--- src/rtl/adc_code_averager.sv ---
// Averages each 2^LOG2_N-sample window of aligned ADC codes with round-half-up,
// after discarding SKIP warm-up samples; results leave on a valid/ready port.
//
// state  | meaning
// WARMUP | discarding strobed samples while the alignment pipeline fills
// ACCUM  | summing samples into the current window
module adc_code_averager #(
  parameter int DATA_W = 6,
  parameter int LOG2_N = 2,
  parameter int SKIP   = 2
) (
  input  logic              clk_i,
  input  logic              reset_ni,
  input  logic              en_i,
  input  logic [DATA_W-1:0] code_i,
  input  logic              clear_i,
  input  logic              ready_i,
  output logic [DATA_W-1:0] avg_o,
  output logic              valid_o,
  output logic              overrun_o,
  output logic              busy_o
);

  localparam int                ACC_W     = DATA_W + LOG2_N;
  localparam logic [LOG2_N-1:0] CNT_LAST  = '1;
  localparam logic [3:0]        SKIP_LAST = (SKIP > 0) ? 4'(SKIP - 1) : 4'd0;
  localparam logic [ACC_W-1:0]  HALF      = ACC_W'(2 ** (LOG2_N - 1));

  typedef enum logic {WARMUP, ACCUM} state_t;

  // With no samples to skip the block starts out ready to accumulate.
  localparam state_t RESET_STATE = (SKIP == 0) ? ACCUM : WARMUP;

  state_t            state_q, state_d;
  logic [3:0]        skip_cnt_q;
  logic [LOG2_N-1:0] sample_cnt_q;
  logic [ACC_W-1:0]  acc_q;
  logic [ACC_W-1:0]  sum_w;
  logic              accept;
  logic              complete;

  assign accept   = en_i && !clear_i && (state_q == ACCUM);
  assign complete = accept && (sample_cnt_q == CNT_LAST);
  // Sum cannot exceed 2^ACC_W-1: at most N*(2^DATA_W-1) + N/2.
  assign sum_w    = acc_q + ACC_W'(code_i) + HALF;
  assign busy_o   = (state_q == ACCUM) && (sample_cnt_q != '0);

  always_ff @(posedge clk_i or negedge reset_ni) begin
    if (!reset_ni) begin
      state_q <= RESET_STATE;
    end else begin
      state_q <= state_d;
    end
  end

  always_comb begin
    state_d = state_q;
    if (clear_i) begin
      state_d = ACCUM;
    end else if ((state_q == WARMUP) && en_i && (skip_cnt_q == SKIP_LAST)) begin
      state_d = ACCUM;
    end
  end

  always_ff @(posedge clk_i or negedge reset_ni) begin
    if (!reset_ni) begin
      skip_cnt_q <= '0;
    end else if (!clear_i && (state_q == WARMUP) && en_i) begin
      skip_cnt_q <= skip_cnt_q + 4'd1;
    end
  end

  always_ff @(posedge clk_i or negedge reset_ni) begin
    if (!reset_ni) begin
      acc_q        <= '0;
      sample_cnt_q <= '0;
    end else if (clear_i || complete) begin
      acc_q        <= '0;
      sample_cnt_q <= '0;
    end else if (accept) begin
      acc_q        <= acc_q + ACC_W'(code_i);
      sample_cnt_q <= sample_cnt_q + 1'b1;
    end
  end

  always_ff @(posedge clk_i or negedge reset_ni) begin
    if (!reset_ni) begin
      avg_o     <= '0;
      valid_o   <= 1'b0;
      overrun_o <= 1'b0;
    end else if (clear_i) begin
      valid_o   <= 1'b0;
      overrun_o <= 1'b0;
    end else if (complete) begin
      if (valid_o && !ready_i) begin
        overrun_o <= 1'b1;
      end else begin
        avg_o   <= sum_w[ACC_W-1:LOG2_N];
        valid_o <= 1'b1;
      end
    end else if (valid_o && ready_i) begin
      valid_o <= 1'b0;
    end
  end

endmodule

--- config.mk ---
export PLATFORM = sky130hd
export DESIGN_NAME = adc_code_averager
export DESIGN_NICKNAME = d
export VERILOG_FILES = /design/src/rtl/adc_code_averager.sv
export SDC_FILE = /design/constraint.sdc
export NUM_CORES = 1
export LEC_CHECK = 0
export CORE_UTILIZATION = 57
export CTS_CLUSTER_DIAMETER = 50
export CTS_CLUSTER_SIZE = 28
export DETAILED_ROUTE_END_ITERATION = 8
export PLACE_DENSITY_LB_ADDON = 0.15
export SYNTH_ARGS = -nofsm -noshare
export SYNTH_HDL_FRONTEND = slang
export SYNTH_SLANG_ARGS = --single-unit
--- constraint.sdc ---
create_clock -name clk_i -period 5.6 [get_ports clk_i]
set_clock_uncertainty 0.1 [all_clocks]
set_input_delay 1.12 -clock clk_i [delete_from_list [all_inputs] [get_ports clk_i]]
set_output_delay 1.12 -clock clk_i [all_outputs]
set_load 0.05 [all_outputs]
==> results of run 1 <==
-- worst max-delay path by stage --
stage	start	end	slack (ns)	cells past startpoint
2_1_floorplan	code_i[0]	avg_o[5]	2.29	9
3_3_place_gp	code_i[0]	avg_o[5]	1.76	10
3_5_place_dp	code_i[0]	avg_o[5]	1.59	10
4_1_cts	code_i[0]	avg_o[5]	1.92	10
5_1_grt	code_i[0]	avg_o[5]	1.78	10
6_report	code_i[0]	avg_o[5]	1.93	10
-- through the flow --
step / cells / instance area [um^2] / setup slack (ns) / utilization, %
detailed placement: 170 / 1570 / 1.59 / 71.0
global route: 174 / 1600 / 1.78 / 72.2
CTS: 174 / 1600 / 1.92 / 72.2
global placement: 170 / 1570 / 1.76 / 71.0
finish: 174 / 1600 / 1.93 / 72.2
floorplan: 124 / 1350 / 2.29 / -
-- cells by family (layout without fill, tap and decap cells) --
| group | count (synthesis) | count (layout) | synth area share [%] |
|---|---|---|---|
| mux | 4 | 4 | 3.52 |
| simple gates | 34 | 34 | 13.5 |
| compound gates | 37 | 37 | 21.4 |
| buf+inv | 5 | 27 | 1.39 |
| fa+ha+maj | 12 | 12 | 11.7 |
| flops | 23 | 23 | 42.6 |
| xor+xnor | 9 | 9 | 5.84 |
-- cells in the mapped netlist (2+ instances only) --
library cell / instances / area share, %
sky130_fd_sc_hd__a211oi_1: 4 / 2.2
sky130_fd_sc_hd__a21o_1: 3 / 1.7
sky130_fd_sc_hd__a21oi_1: 6 / 2.2
sky130_fd_sc_hd__a22o_1: 10 / 6.5
sky130_fd_sc_hd__dfrtp_1: 23 / 43
sky130_fd_sc_hd__ha_1: 11 / 10
sky130_fd_sc_hd__inv_1: 4 / 1.1
sky130_fd_sc_hd__mux2_2: 2 / 1.7
sky130_fd_sc_hd__nand2_1: 4 / 1.1
sky130_fd_sc_hd__nand2b_1: 2 / 0.93
sky130_fd_sc_hd__nand3_1: 2 / 0.74
sky130_fd_sc_hd__nor2_1: 13 / 3.6
sky130_fd_sc_hd__nor2b_1: 3 / 1.4
sky130_fd_sc_hd__nor3b_1: 2 / 1.1
sky130_fd_sc_hd__o21ai_0: 5 / 1.9
sky130_fd_sc_hd__xnor2_1: 6 / 3.9
sky130_fd_sc_hd__xor2_1: 3 / 1.9
-- where the power goes --
group          internal (mW)  total, mW  switching [mW]
clock network         0.0278     0.0753          0.0475
logic                 0.0769      0.192           0.115
registers              0.187      0.202          0.0149
total                  0.291      0.469           0.178
-- layer usage --
| metal | vias up | part of all wire, % |
|---|---|---|
| li1 | 507 | - |
| met1 | 497 | 46 |
| met2 | 25 | 49 |
| met3 | 4 | 4.3 |
| met4 | 0 | 1.3 |
| met5 | - | 0 |
-- worst reg2reg max path, delay by kind of cell (launching register included) --
family / cells / cell delay (ns)
flops: 1 / 0.41
xor+xnor: 2 / 0.45
simple gates: 2 / 0.55
compound gates: 1 / 0.08
mux: 1 / 0.26
fa+ha+maj: 3 / 0.89
-- sequential cells by signal, indices dropped and copies added (netlist names) --
| register | count |
|---|---|
| acc_q | 8 |
| state_q | 1 |
| skip_cnt_q | 4 |
| avg_o | 6 |
| valid_o | 1 |
| sample_cnt_q | 2 |
| overrun_o | 1 |
-- final cells by class --
type / count / area (um^2) / area share [%]
repair buffers: 19 / 190 / 11.9
well taps: 28 / 35.0 / 2.19
flip-flops and latches: 23 / 576 / 36.0
inverters: 4 / 15.0 / 0.940
multi-input cells: 96 / 756 / 47.3
clock buffers: 4 / 26.3 / 1.64
-- layout by cell type (no fill, tap or decap), types with 2 or more instances in the layout --
| master | n |
|---|---|
| sky130_fd_sc_hd__dfrtp_1 | 23 |
| sky130_fd_sc_hd__clkdlybuf4s50_1 | 19 |
| sky130_fd_sc_hd__xor2_1 | 3 |
| sky130_fd_sc_hd__nand3_1 | 2 |
| sky130_fd_sc_hd__inv_1 | 4 |
| sky130_fd_sc_hd__o21ai_0 | 5 |
| sky130_fd_sc_hd__nand2b_1 | 2 |
| sky130_fd_sc_hd__mux2_2 | 2 |
| sky130_fd_sc_hd__nor2_1 | 13 |
| sky130_fd_sc_hd__nor3b_1 | 2 |
| sky130_fd_sc_hd__a21o_1 | 3 |
| sky130_fd_sc_hd__clkbuf_4 | 3 |
| sky130_fd_sc_hd__a211oi_1 | 4 |
| sky130_fd_sc_hd__a21oi_1 | 6 |
| sky130_fd_sc_hd__a22o_1 | 10 |
| sky130_fd_sc_hd__nand2_1 | 4 |
| sky130_fd_sc_hd__ha_1 | 11 |
| sky130_fd_sc_hd__xnor2_1 | 6 |
| sky130_fd_sc_hd__nor2b_1 | 3 |
==> run_summary.xml, run 1 <==
<?xml version="1.0" encoding="UTF-8"?>
<metrics>
  <group name="job">
    <metric name="maxCapViolations" unit="">0</metric>
  </group>
  <group name="sta">
    <metric name="shortest_clock_period_the_worst_path_allows_after_layout" unit="ns">3.67</metric>
    <metric name="clock.fmax" unit="MHz">272</metric>
    <metric name="worstMarginPinSlew" unit="ns">1.18</metric>
    <metric name="hold_violations" unit="">0</metric>
    <metric name="fin_tns_setup" unit="ns">0</metric>
    <metric name="timing.final.crit_share" unit="%">65.6</metric>
    <metric name="timing.final.setup_violations" unit="">0</metric>
    <metric name="worst_slew_margin_rel" unit="%">20.8</metric>
    <metric name="grt_setup_unrepaired" unit="">no</metric>
    <metric name="final_max_slew_viol_count" unit="">0</metric>
    <metric name="worst_hold_slack" unit="ns">0.378</metric>
  </group>
  <group name="critical_path">
    <metric name="cp_cell_sequence" unit="">clkdlybuf4s50_1 &gt; ha_1 &gt; fa_1 &gt; xor2_1 &gt; ha_1 &gt; o21ai_0 &gt; nor4_1 &gt; nand3_1 &gt; xnor2_1 &gt; mux2_4</metric>
    <metric name="critPathLaunchType" unit="">input port</metric>
    <metric name="timing.reg2reg.setup_slack" unit="ns">2.76</metric>
    <metric name="worstPathRequired" unit="ns">5.71</metric>
    <metric name="cp_top_family" unit="">adder cells</metric>
    <metric name="timing.rr.start" unit="">acc_q[0]</metric>
    <metric name="setup.worst_path.class" unit="">input port to flip-flop</metric>
    <metric name="crit_path_max_fanout" unit="">3</metric>
    <metric name="crit-reg2reg-capture" unit="">avg_o[5]</metric>
    <metric name="timing.critical_path.mode_cell" unit="">sky130_fd_sc_hd__ha_1</metric>
    <metric name="worst_r2r_path_depth" unit="">9</metric>
    <metric name="cp-end-kind" unit="">flip-flop</metric>
    <metric name="timing.critical_path.slowest_stage_cell" unit="">sky130_fd_sc_hd__fa_1</metric>
    <metric name="timing.critical_path.buf_inv" unit="">1</metric>
    <metric name="worstPathArrival" unit="ns">3.78</metric>
    <metric name="worst_path_largest_cell_delay" unit="ns">0.43</metric>
  </group>
  <group name="place">
    <metric name="buffer_ports.inserted" unit="">19</metric>
    <metric name="place.gp.congestion" unit="">0.834</metric>
    <metric name="place.detailed.hpwl" unit="um">1990</metric>
  </group>
  <group name="logic_synthesis">
    <metric name="yosys_warnings" unit="">0</metric>
    <metric name="synth_area" unit="um^2">1350</metric>
    <metric name="postSynthCellCount" unit="">124</metric>
    <metric name="synth_sequential_area_ratio" unit="%">42.6</metric>
    <metric name="synth_fp_nets" unit="">147</metric>
    <metric name="postSynthAreaPerCell" unit="um^2">10.9</metric>
    <metric name="synth_edf_count" unit="">0</metric>
    <metric name="ys_seq_elements" unit="">23</metric>
    <metric name="synth.distinct_cells" unit="">38</metric>
    <metric name="synth_async_sr_flop_share" unit="%">100</metric>
    <metric name="postSynth.topFlopCell" unit="">sky130_fd_sc_hd__dfrtp_1</metric>
  </group>
  <group name="clock_tree">
    <metric name="postCtsSetupRepairBufs" unit="">0</metric>
    <metric name="clock_transition_at_path_regs" unit="ns">0.12</metric>
    <metric name="post_cts_repair_resize_count" unit="">0</metric>
    <metric name="clk_lat_worst_skew" unit="ns">0.31</metric>
    <metric name="cts_inserted_buffers" unit="">3</metric>
    <metric name="cts_htree_levels" unit="">1</metric>
    <metric name="numClockSinks" unit="">23</metric>
    <metric name="cts_buffer_depth" unit="">2</metric>
    <metric name="cts-hold-fix-buffers" unit="">0</metric>
    <metric name="tritoncts_clock_tree" unit="">done</metric>
    <metric name="clock-root-buffer" unit="">sky130_fd_sc_hd__clkbuf_4</metric>
  </group>
  <group name="worst_hold_path">
    <metric name="worstHoldStart" unit="">skip_cnt_q[3]</metric>
    <metric name="min_delay_worst_endpoint" unit="">skip_cnt_q[3]</metric>
    <metric name="min_delay_path_depth" unit="">1</metric>
    <metric name="hp-class" unit="">flip-flop to flip-flop</metric>
  </group>
  <group name="route">
    <metric name="1st_pass_router_iterations" unit="">4</metric>
    <metric name="drc" unit="">0</metric>
    <metric name="drtIter0Drc" unit="">19</metric>
    <metric name="post_drt_wl_per_cell" unit="um">14.6</metric>
    <metric name="routed_wirelength" unit="um">2540</metric>
    <metric name="ant_nets" unit="">0</metric>
    <metric name="viasPerCell" unit="">5.94</metric>
    <metric name="via_count" unit="">1033</metric>
  </group>
  <group name="final_layout">
    <metric name="final_nets" unit="">170</metric>
    <metric name="antenna_cells" unit="">0</metric>
    <metric name="synth_to_final_area_change" unit="%">18.4</metric>
    <metric name="drive_above_1_share" unit="%">8.22</metric>
    <metric name="n_fill_cell" unit="">188</metric>
  </group>
  <group name="floorplanning">
    <metric name="initial_cell_density_of_the_core" unit="%">61.0</metric>
    <metric name="die-area" unit="um^2">2570</metric>
    <metric name="design.portCount" unit="">20</metric>
    <metric name="placeableCoreArea" unit="um^2">2210</metric>
    <metric name="floorplan.rows" unit="">17</metric>
    <metric name="chipWidth" unit="um">50.7</metric>
    <metric name="dieHeight" unit="um">50.7</metric>
  </group>
  <group name="grt">
    <metric name="grt_use_met2" unit="%">40.2</metric>
    <metric name="wire_length_of_the_first_global_routing_pass" unit="um">4440</metric>
    <metric name="maximum_number_of_pins_on_one_net_before_global_route_repair" unit="">24</metric>
    <metric name="overflow" unit="">0</metric>
    <metric name="groute.layer.met3.usage" unit="%">5.76</metric>
    <metric name="grt.total_usage" unit="%">23.6</metric>
    <metric name="grt.busiest_layer" unit="">met2</metric>
    <metric name="grtUsageMet1" unit="%">29.8</metric>
    <metric name="vias_in_the_first_global_route" unit="">1010</metric>
    <metric name="grt_antenna_before_repair" unit="">0</metric>
  </group>
  <group name="power">
    <metric name="maximum_vdd_drop" unit="mV">0.215</metric>
    <metric name="power.density" unit="nW/um^2">294</metric>
    <metric name="totalPowerFinal" unit="mW">0.469</metric>
    <metric name="static_leakage" unit="nW">0.710</metric>
  </group>
  <group name="status">
    <metric name="outcome" unit="">finished clean</metric>
  </group>
</metrics>
(Power assumes the default switching activity.)
==> run 2: changes to the inputs <==
--- a/config.mk
+++ b/config.mk
@@ -5,7 +5,7 @@
 export SDC_FILE = /design/constraint.sdc
 export NUM_CORES = 1
 export LEC_CHECK = 0
-export CORE_UTILIZATION = 57
+export CORE_UTILIZATION = 48
 export CTS_CLUSTER_DIAMETER = 50
 export CTS_CLUSTER_SIZE = 28
 export DETAILED_ROUTE_END_ITERATION = 8
==> constraint.sdc (replaced) <==
create_clock -name clk_i -period 3.24 [get_ports clk_i]
set_clock_uncertainty 0.1 [all_clocks]
set_input_delay 0.648 -clock clk_i [delete_from_list [all_inputs] [get_ports clk_i]]
set_output_delay 0.648 -clock clk_i [all_outputs]
set_load 0.05 [all_outputs]
==> run 2 against run 1 <==
Against the previous run:
- non-clock buffer count is 10 higher
- first-iteration DRC count is 37% lower
- die area is 18% higher
- via count is 1.7% higher
- count of clock-buffer cells in the layout stayed put
- global-route usage is 4.3 points lower
- sequential share of layout area is 1.7 points lower
- total power is 77% higher
- sequential power is 72% higher
- largest power group is now combinational cells
==> run_summary.xml, run 2 (synthesis results as in run 1) <==
<?xml version="1.0" encoding="UTF-8"?>
<metrics>
  <group name="status">
    <metric name="outcome" unit="">finished clean</metric>
  </group>
  <group name="sta">
    <metric name="worst_slew_margin_rel" unit="%">66.6</metric>
    <metric name="timing.final.setup_violations" unit="">0</metric>
    <metric name="grt_setup_unrepaired" unit="">no</metric>
    <metric name="shortest_clock_period_the_worst_path_allows_after_layout" unit="ns">2.98</metric>
    <metric name="final_max_slew_viol_count" unit="">0</metric>
    <metric name="worstMarginPinSlew" unit="ns">0.499</metric>
    <metric name="timing.final.crit_share" unit="%">91.9</metric>
    <metric name="clock.fmax" unit="MHz">336</metric>
    <metric name="hold_violations" unit="">0</metric>
  </group>
  <group name="floorplanning">
    <metric name="floorplan.rows" unit="">18</metric>
    <metric name="initial_cell_density_of_the_core" unit="%">52.6</metric>
    <metric name="dieHeight" unit="um">55.0</metric>
    <metric name="design.portCount" unit="">20</metric>
    <metric name="chipWidth" unit="um">55.0</metric>
    <metric name="die-area" unit="um^2">3030</metric>
    <metric name="placeableCoreArea" unit="um^2">2570</metric>
  </group>
  <group name="critical_path">
    <metric name="worstPathArrival" unit="ns">3.08</metric>
    <metric name="timing.critical_path.slowest_stage_cell" unit="">sky130_fd_sc_hd__fa_1</metric>
    <metric name="cp_cell_sequence" unit="">clkdlybuf4s50_1 &gt; ha_1 &gt; fa_1 &gt; xor2_1 &gt; ha_1 &gt; o21ai_0 &gt; nor4_1 &gt; nand3_1 &gt; xnor2_1 &gt; mux2_4</metric>
    <metric name="timing.rr.start" unit="">acc_q[0]</metric>
    <metric name="crit-reg2reg-capture" unit="">avg_o[5]</metric>
    <metric name="critPathLaunchType" unit="">input port</metric>
    <metric name="crit_path_max_fanout" unit="">3</metric>
    <metric name="cp-end-kind" unit="">flip-flop</metric>
    <metric name="timing.reg2reg.setup_slack" unit="ns">0.64</metric>
    <metric name="worst_path_largest_cell_delay" unit="ns">0.43</metric>
    <metric name="setup.worst_path.class" unit="">input port to flip-flop</metric>
    <metric name="worstPathRequired" unit="ns">3.35</metric>
    <metric name="worst_r2r_path_depth" unit="">9</metric>
    <metric name="timing.critical_path.mode_cell" unit="">sky130_fd_sc_hd__ha_1</metric>
  </group>
  <group name="grt">
    <metric name="wire_length_of_the_first_global_routing_pass" unit="um">4140</metric>
    <metric name="grt.total_usage" unit="%">19.3</metric>
    <metric name="grt_antenna_before_repair" unit="">0</metric>
    <metric name="overflow" unit="">0</metric>
    <metric name="vias_in_the_first_global_route" unit="">969</metric>
    <metric name="maximum_number_of_pins_on_one_net_before_global_route_repair" unit="">24</metric>
  </group>
  <group name="clock_tree">
    <metric name="clk_lat_worst_skew" unit="ns">0.31</metric>
    <metric name="cts_htree_levels" unit="">1</metric>
    <metric name="clock-root-buffer" unit="">sky130_fd_sc_hd__clkbuf_4</metric>
    <metric name="tritoncts_clock_tree" unit="">done</metric>
    <metric name="numClockSinks" unit="">23</metric>
    <metric name="cts-hold-fix-buffers" unit="">0</metric>
    <metric name="postCtsSetupRepairBufs" unit="">0</metric>
    <metric name="cts_inserted_buffers" unit="">3</metric>
    <metric name="post_cts_repair_resize_count" unit="">0</metric>
    <metric name="clock_transition_at_path_regs" unit="ns">0.12</metric>
    <metric name="cts_buffer_depth" unit="">2</metric>
  </group>
  <group name="final_layout">
    <metric name="final_util" unit="%">65.3</metric>
    <metric name="largest_register_ffs" unit="">8</metric>
    <metric name="synth_to_final_area_change" unit="%">24.1</metric>
    <metric name="biggestRegsByFlops" unit="">acc_q (8), avg_o (6), skip_cnt_q (4)</metric>
    <metric name="layout.cells.most_common_list" unit="">23 x sky130_fd_sc_hd__dfrtp_1, 19 x sky130_fd_sc_hd__clkdlybuf4s50_1, 13 x sky130_fd_sc_hd__nor2_1, 11 x sky130_fd_sc_hd__ha_1</metric>
    <metric name="final_nets" unit="">180</metric>
    <metric name="n_fill_cell" unit="">213</metric>
    <metric name="area_of_all_sequential_standard_cells" unit="um^2">576</metric>
    <metric name="antenna_cells" unit="">0</metric>
    <metric name="drive_above_1_share" unit="%">14.1</metric>
    <metric name="largest_register" unit="">acc_q</metric>
    <metric name="final_common_cell" unit="">sky130_fd_sc_hd__dfrtp_1</metric>
    <metric name="multi_input_area" unit="um^2">756</metric>
  </group>
  <group name="worst_hold_path">
    <metric name="min_delay_path_depth" unit="">1</metric>
    <metric name="worstHoldStart" unit="">skip_cnt_q[3]</metric>
    <metric name="min_delay_worst_endpoint" unit="">skip_cnt_q[3]</metric>
    <metric name="hp-class" unit="">flip-flop to flip-flop</metric>
  </group>
  <group name="power">
    <metric name="static_leakage" unit="nW">0.761</metric>
    <metric name="power.density" unit="nW/um^2">495</metric>
    <metric name="maximum_vdd_drop" unit="mV">0.530</metric>
    <metric name="totalPowerFinal" unit="mW">0.829</metric>
  </group>
  <group name="route">
    <metric name="1st_pass_router_iterations" unit="">4</metric>
    <metric name="via_count" unit="">1051</metric>
    <metric name="ant_nets" unit="">0</metric>
    <metric name="routed_wirelength" unit="um">2540</metric>
    <metric name="viasPerCell" unit="">5.65</metric>
    <metric name="post_drt_wl_per_cell" unit="um">13.6</metric>
    <metric name="drc" unit="">0</metric>
    <metric name="drtIter0Drc" unit="">12</metric>
  </group>
  <group name="job">
    <metric name="maxCapViolations" unit="">0</metric>
  </group>
  <group name="place">
    <metric name="place.detailed.hpwl" unit="um">2010</metric>
    <metric name="buffer_ports.inserted" unit="">19</metric>
    <metric name="place.gp.congestion" unit="">0.783</metric>
  </group>
</metrics>
run 2: final cells by class:
cell class	instances	share of cell area, %
clock buffer	4	1.57
inverter	4	0.896
multi-input combinational	96	45.1
sequential	23	34.4
tap	30	2.24
timing repair buffer	29	15.8
run 2: per-stage QoR:
step	worst slack [ns]	setup TNS [ns]	hold WS (ns)	std cells	instance area, um^2
after detailed placement	-0.0671	-0.0671	0.371	182	1650
final	0.264	0	0.383	186	1680
after CTS	0.249	0	0.389	186	1680
after global placement	0.0455	0	0.363	182	1650
after global routing	0.142	0	0.405	186	1680
after floorplan	0.399	0	0.252	124	1350
run 2: how the worst max path moves through the flow:
| stage | start | to | slack [ns] |
|---|---|---|---|
| after floorplan | code_i[0] | avg_o[5] | 0.40 |
| after global placement | code_i[0] | avg_o[5] | 0.05 |
| after detailed placement | code_i[0] | avg_o[5] | -0.07 |
| after CTS | code_i[0] | avg_o[5] | 0.25 |
| after global routing | code_i[0] | avg_o[5] | 0.14 |
| final | code_i[0] | avg_o[5] | 0.26 |
run 2: layer usage:
metal  routed length (um)  global-route usage (%)
met4                    0                    2.50
met1                 1210                    25.0
met5                    0                       0
met3                   85                    4.92
met2                 1240                    33.1
run 2: worst max-delay path, delay by kind of cell:
family / cells / cell delay (ns)
compound gates: 1 / 0.08
xor+xnor: 2 / 0.39
fa+ha+maj: 3 / 0.86
buf+inv: 1 / 0.40
mux: 1 / 0.26
simple gates: 2 / 0.44
run 2: power by group:
group,leakage [nW],internal [mW],switching [mW],total (mW)
registers,0.297,0.323,0.0257,0.348
logic,0.449,0.153,0.200,0.353
clock network,0.0150,0.0480,0.0791,0.127
==> run 3: changes to the inputs <==
--- a/config.mk
+++ b/config.mk
@@ -5,10 +5,12 @@
 export SDC_FILE = /design/constraint.sdc
 export NUM_CORES = 1
 export LEC_CHECK = 0
+export CORE_MARGIN = 2
 export CORE_UTILIZATION = 48
 export CTS_CLUSTER_DIAMETER = 50
 export CTS_CLUSTER_SIZE = 28
 export DETAILED_ROUTE_END_ITERATION = 8
+export HOLD_SLACK_MARGIN = 0.15
 export PLACE_DENSITY_LB_ADDON = 0.15
 export SYNTH_ARGS = -nofsm -noshare
 export SYNTH_HDL_FRONTEND = slang
==> run 3 against run 2 <==
Against the previous run:
- critical path type unchanged
- sequential power hardly changed
- count of clock-buffer cells in the layout is 1 lower
- largest cell class unchanged
- first-iteration DRC count is 67% higher
- final area is 0.15% higher
- worst hold slack better by 0.0086 ns
- sequential share of layout area is 0.051 points lower
- cell count is 0.54% higher
- non-clock buffer count stayed put
- die area is 7.4% higher
==> run_summary.xml, run 3 (synthesis results as in run 1) <==
<?xml version="1.0" encoding="UTF-8"?>
<metrics>
  <group name="status">
    <metric name="outcome" unit="">finished clean</metric>
  </group>
  <group name="final_layout">
    <metric name="biggestRegsByFlops" unit="">acc_q (8), avg_o (6), skip_cnt_q (4)</metric>
    <metric name="layout.cells.most_common_list" unit="">23 x sky130_fd_sc_hd__dfrtp_1, 19 x sky130_fd_sc_hd__clkdlybuf4s50_1, 13 x sky130_fd_sc_hd__nor2_1, 11 x sky130_fd_sc_hd__ha_1</metric>
    <metric name="drive_above_1_share" unit="%">14.7</metric>
    <metric name="final_cell_count_no_fill" unit="">187</metric>
    <metric name="synth_to_final_area_change" unit="%">24.3</metric>
    <metric name="final_nets" unit="">180</metric>
    <metric name="n_fill_cell" unit="">232</metric>
    <metric name="final_util" unit="%">61.9</metric>
    <metric name="antenna_cells" unit="">0</metric>
    <metric name="largest_register" unit="">acc_q</metric>
    <metric name="largest_register_ffs" unit="">8</metric>
    <metric name="final_common_cell" unit="">sky130_fd_sc_hd__dfrtp_1</metric>
  </group>
  <group name="power">
    <metric name="static_leakage" unit="nW">0.764</metric>
    <metric name="netSwitchingFraction" unit="%">37.3</metric>
    <metric name="pwr-share-seq" unit="%">41.8</metric>
    <metric name="power_switching" unit="mW">0.310</metric>
    <metric name="power.internal" unit="mW">0.521</metric>
    <metric name="clock_power_share" unit="%">15.7</metric>
    <metric name="p_comb_share" unit="%">42.5</metric>
    <metric name="maximum_vdd_drop" unit="mV">0.372</metric>
    <metric name="power.density" unit="nW/um^2">495</metric>
  </group>
  <group name="critical_path">
    <metric name="crit-reg2reg-capture" unit="">avg_o[5]</metric>
    <metric name="timing.reg2reg.setup_slack" unit="ns">0.58</metric>
    <metric name="timing.rr.start" unit="">acc_q[0]</metric>
    <metric name="cp_cell_sequence" unit="">clkdlybuf4s50_1 &gt; ha_1 &gt; fa_1 &gt; xor2_1 &gt; ha_1 &gt; o21ai_0 &gt; nor4_1 &gt; nand3_1 &gt; xnor2_1 &gt; mux2_4</metric>
    <metric name="timing.critical_path.slowest_stage_cell" unit="">sky130_fd_sc_hd__fa_1</metric>
    <metric name="worstSetupStartpoint" unit="">code_i[0]</metric>
    <metric name="crit_path_max_fanout" unit="">3</metric>
    <metric name="cp-end-kind" unit="">flip-flop</metric>
    <metric name="worst_r2r_path_depth" unit="">9</metric>
    <metric name="worst_path_largest_cell_delay" unit="ns">0.43</metric>
    <metric name="critPathLaunchType" unit="">input port</metric>
    <metric name="timing.critical_path.buf_inv" unit="">1</metric>
    <metric name="setup.worst_path.class" unit="">input port to flip-flop</metric>
    <metric name="worstPathRequired" unit="ns">3.34</metric>
    <metric name="cp_top_family" unit="">adder cells</metric>
    <metric name="timing.critical_path.mode_cell" unit="">sky130_fd_sc_hd__ha_1</metric>
    <metric name="worstPathArrival" unit="ns">3.12</metric>
  </group>
  <group name="route">
    <metric name="ant_nets" unit="">0</metric>
    <metric name="routed_wirelength" unit="um">2570</metric>
    <metric name="drc" unit="">0</metric>
    <metric name="viasPerCell" unit="">5.61</metric>
    <metric name="1st_pass_router_iterations" unit="">4</metric>
    <metric name="drtIter0Drc" unit="">20</metric>
    <metric name="post_drt_wl_per_cell" unit="um">13.8</metric>
    <metric name="via_count" unit="">1050</metric>
  </group>
  <group name="clock_tree">
    <metric name="clock-root-buffer" unit="">sky130_fd_sc_hd__clkbuf_4</metric>
    <metric name="numClockSinks" unit="">23</metric>
    <metric name="cts-hold-fix-buffers" unit="">0</metric>
    <metric name="postCtsSetupRepairBufs" unit="">0</metric>
    <metric name="tritoncts_clock_tree" unit="">done</metric>
    <metric name="cts_buffer_depth" unit="">2</metric>
    <metric name="cts_htree_levels" unit="">1</metric>
    <metric name="clock_transition_at_path_regs" unit="ns">0.13</metric>
    <metric name="clk_lat_worst_skew" unit="ns">0.31</metric>
    <metric name="post_cts_repair_resize_count" unit="">0</metric>
    <metric name="cts_inserted_buffers" unit="">3</metric>
  </group>
  <group name="floorplanning">
    <metric name="floorplan.rows" unit="">19</metric>
    <metric name="die-area" unit="um^2">3250</metric>
    <metric name="initial_cell_density_of_the_core" unit="%">49.8</metric>
    <metric name="chipWidth" unit="um">57.0</metric>
    <metric name="placeableCoreArea" unit="um^2">2710</metric>
    <metric name="design.portCount" unit="">20</metric>
    <metric name="dieHeight" unit="um">57.0</metric>
  </group>
  <group name="sta">
    <metric name="worstMarginPinSlew" unit="ns">0.493</metric>
    <metric name="worst_slew_margin_rel" unit="%">67.1</metric>
    <metric name="setup_ws" unit="ns">0.222</metric>
    <metric name="clock.fmax" unit="MHz">331</metric>
    <metric name="shortest_clock_period_the_worst_path_allows_after_layout" unit="ns">3.02</metric>
    <metric name="hold_violations" unit="">0</metric>
    <metric name="timing.final.crit_share" unit="%">93.2</metric>
    <metric name="timing.final.setup_violations" unit="">0</metric>
    <metric name="worst_hold_slack" unit="ns">0.392</metric>
    <metric name="grt_setup_unrepaired" unit="">no</metric>
    <metric name="final_max_slew_viol_count" unit="">0</metric>
  </group>
  <group name="grt">
    <metric name="grt.total_usage" unit="%">17.8</metric>
    <metric name="maximum_number_of_pins_on_one_net_before_global_route_repair" unit="">24</metric>
    <metric name="vias_in_the_first_global_route" unit="">997</metric>
    <metric name="wire_length_of_the_first_global_routing_pass" unit="um">4510</metric>
    <metric name="grt_antenna_before_repair" unit="">0</metric>
    <metric name="overflow" unit="">0</metric>
  </group>
  <group name="place">
    <metric name="dp.cells" unit="">183</metric>
    <metric name="detailedPlace.worstSlack" unit="ns">-0.0277</metric>
    <metric name="buffer_ports.inserted" unit="">19</metric>
    <metric name="place.detailed.hpwl" unit="um">1990</metric>
    <metric name="place.gp.congestion" unit="">0.796</metric>
  </group>
  <group name="worst_hold_path">
    <metric name="hp-class" unit="">flip-flop to flip-flop</metric>
    <metric name="worstHoldStart" unit="">skip_cnt_q[3]</metric>
    <metric name="min_delay_worst_endpoint" unit="">skip_cnt_q[3]</metric>
    <metric name="min_delay_path_depth" unit="">1</metric>
  </group>
  <group name="job">
    <metric name="maxCapViolations" unit="">0</metric>
  </group>
</metrics>
==> run 3: cell count changes in the layout (fill, tap and decap cells not counted), sizes merged <==
cell | before | now
clkinv | 0 | 1
clkbuf | 4 | 3
==> run 3: layout make-up <==
class / count / area [um^2] / share of cell area (%)
multi-input combinational: 96 / 756 / 45.0
sequential: 23 / 576 / 34.3
timing repair buffer: 29 / 265 / 15.8
tap: 31 / 38.8 / 2.31
clock buffer: 3 / 22.5 / 1.34
inverter: 4 / 15.0 / 0.895
clock inverter: 1 / 5.00 / 0.298
==> run 3: worst max-delay path by stage <==
stage / end / cells past startpoint / slack, ns
2_1_floorplan: avg_o[5] / 9 / 0.40
3_3_place_gp: avg_o[5] / 9 / 0.04
3_5_place_dp: avg_o[5] / 10 / -0.03
4_1_cts: avg_o[5] / 10 / 0.24
5_1_grt: avg_o[5] / 10 / 0.02
6_report: avg_o[5] / 10 / 0.22
==> run 3: per-stage QoR <==
stage / TNS (ns) / area, um^2 / total power [mW]
floorplan: 0 / 1350 / 0.582
global placement: 0 / 1650 / 0.701
detailed placement: -0.0277 / 1650 / 0.707
CTS: 0 / 1680 / 0.840
global route: 0 / 1680 / 0.889
finish: 0 / 1680 / 0.831
==> run 3: worst register-to-register path, delay by kind of cell, from the launching register on <==
kind,cells,cell delay [ns]
XOR/XNOR,2,0.40
AND/OR/NAND/NOR,2,0.47
multiplexers,1,0.26
AO/OA/AOI/OAI,1,0.08
adder cells (fa/ha/maj),3,0.84
flip-flops,1,0.41
==> run 3: metal layers <==
layer  vias up  global-route usage [%]  wire length (um)
met5         -                       0                 0
met4         0                    7.64                61
met3         6                    2.72                88
met2        20                    27.8              1170
met1       493                    24.7              1250
li1        531                       -                 -
==> run 3: power groups by stage <==
| stage | logic [mW] | registers [mW] | clock network (mW) |
|---|---|---|---|
| 2_1_floorplan | 0.160 | 0.422 | 0 |
| 6_report | 0.353 | 0.348 | 0.130 |
| 4_1_cts | 0.355 | 0.349 | 0.136 |
| 3_5_place_dp | 0.353 | 0.354 | 0 |
| 5_1_grt | 0.389 | 0.353 | 0.146 |
| 3_3_place_gp | 0.349 | 0.352 | 0 |
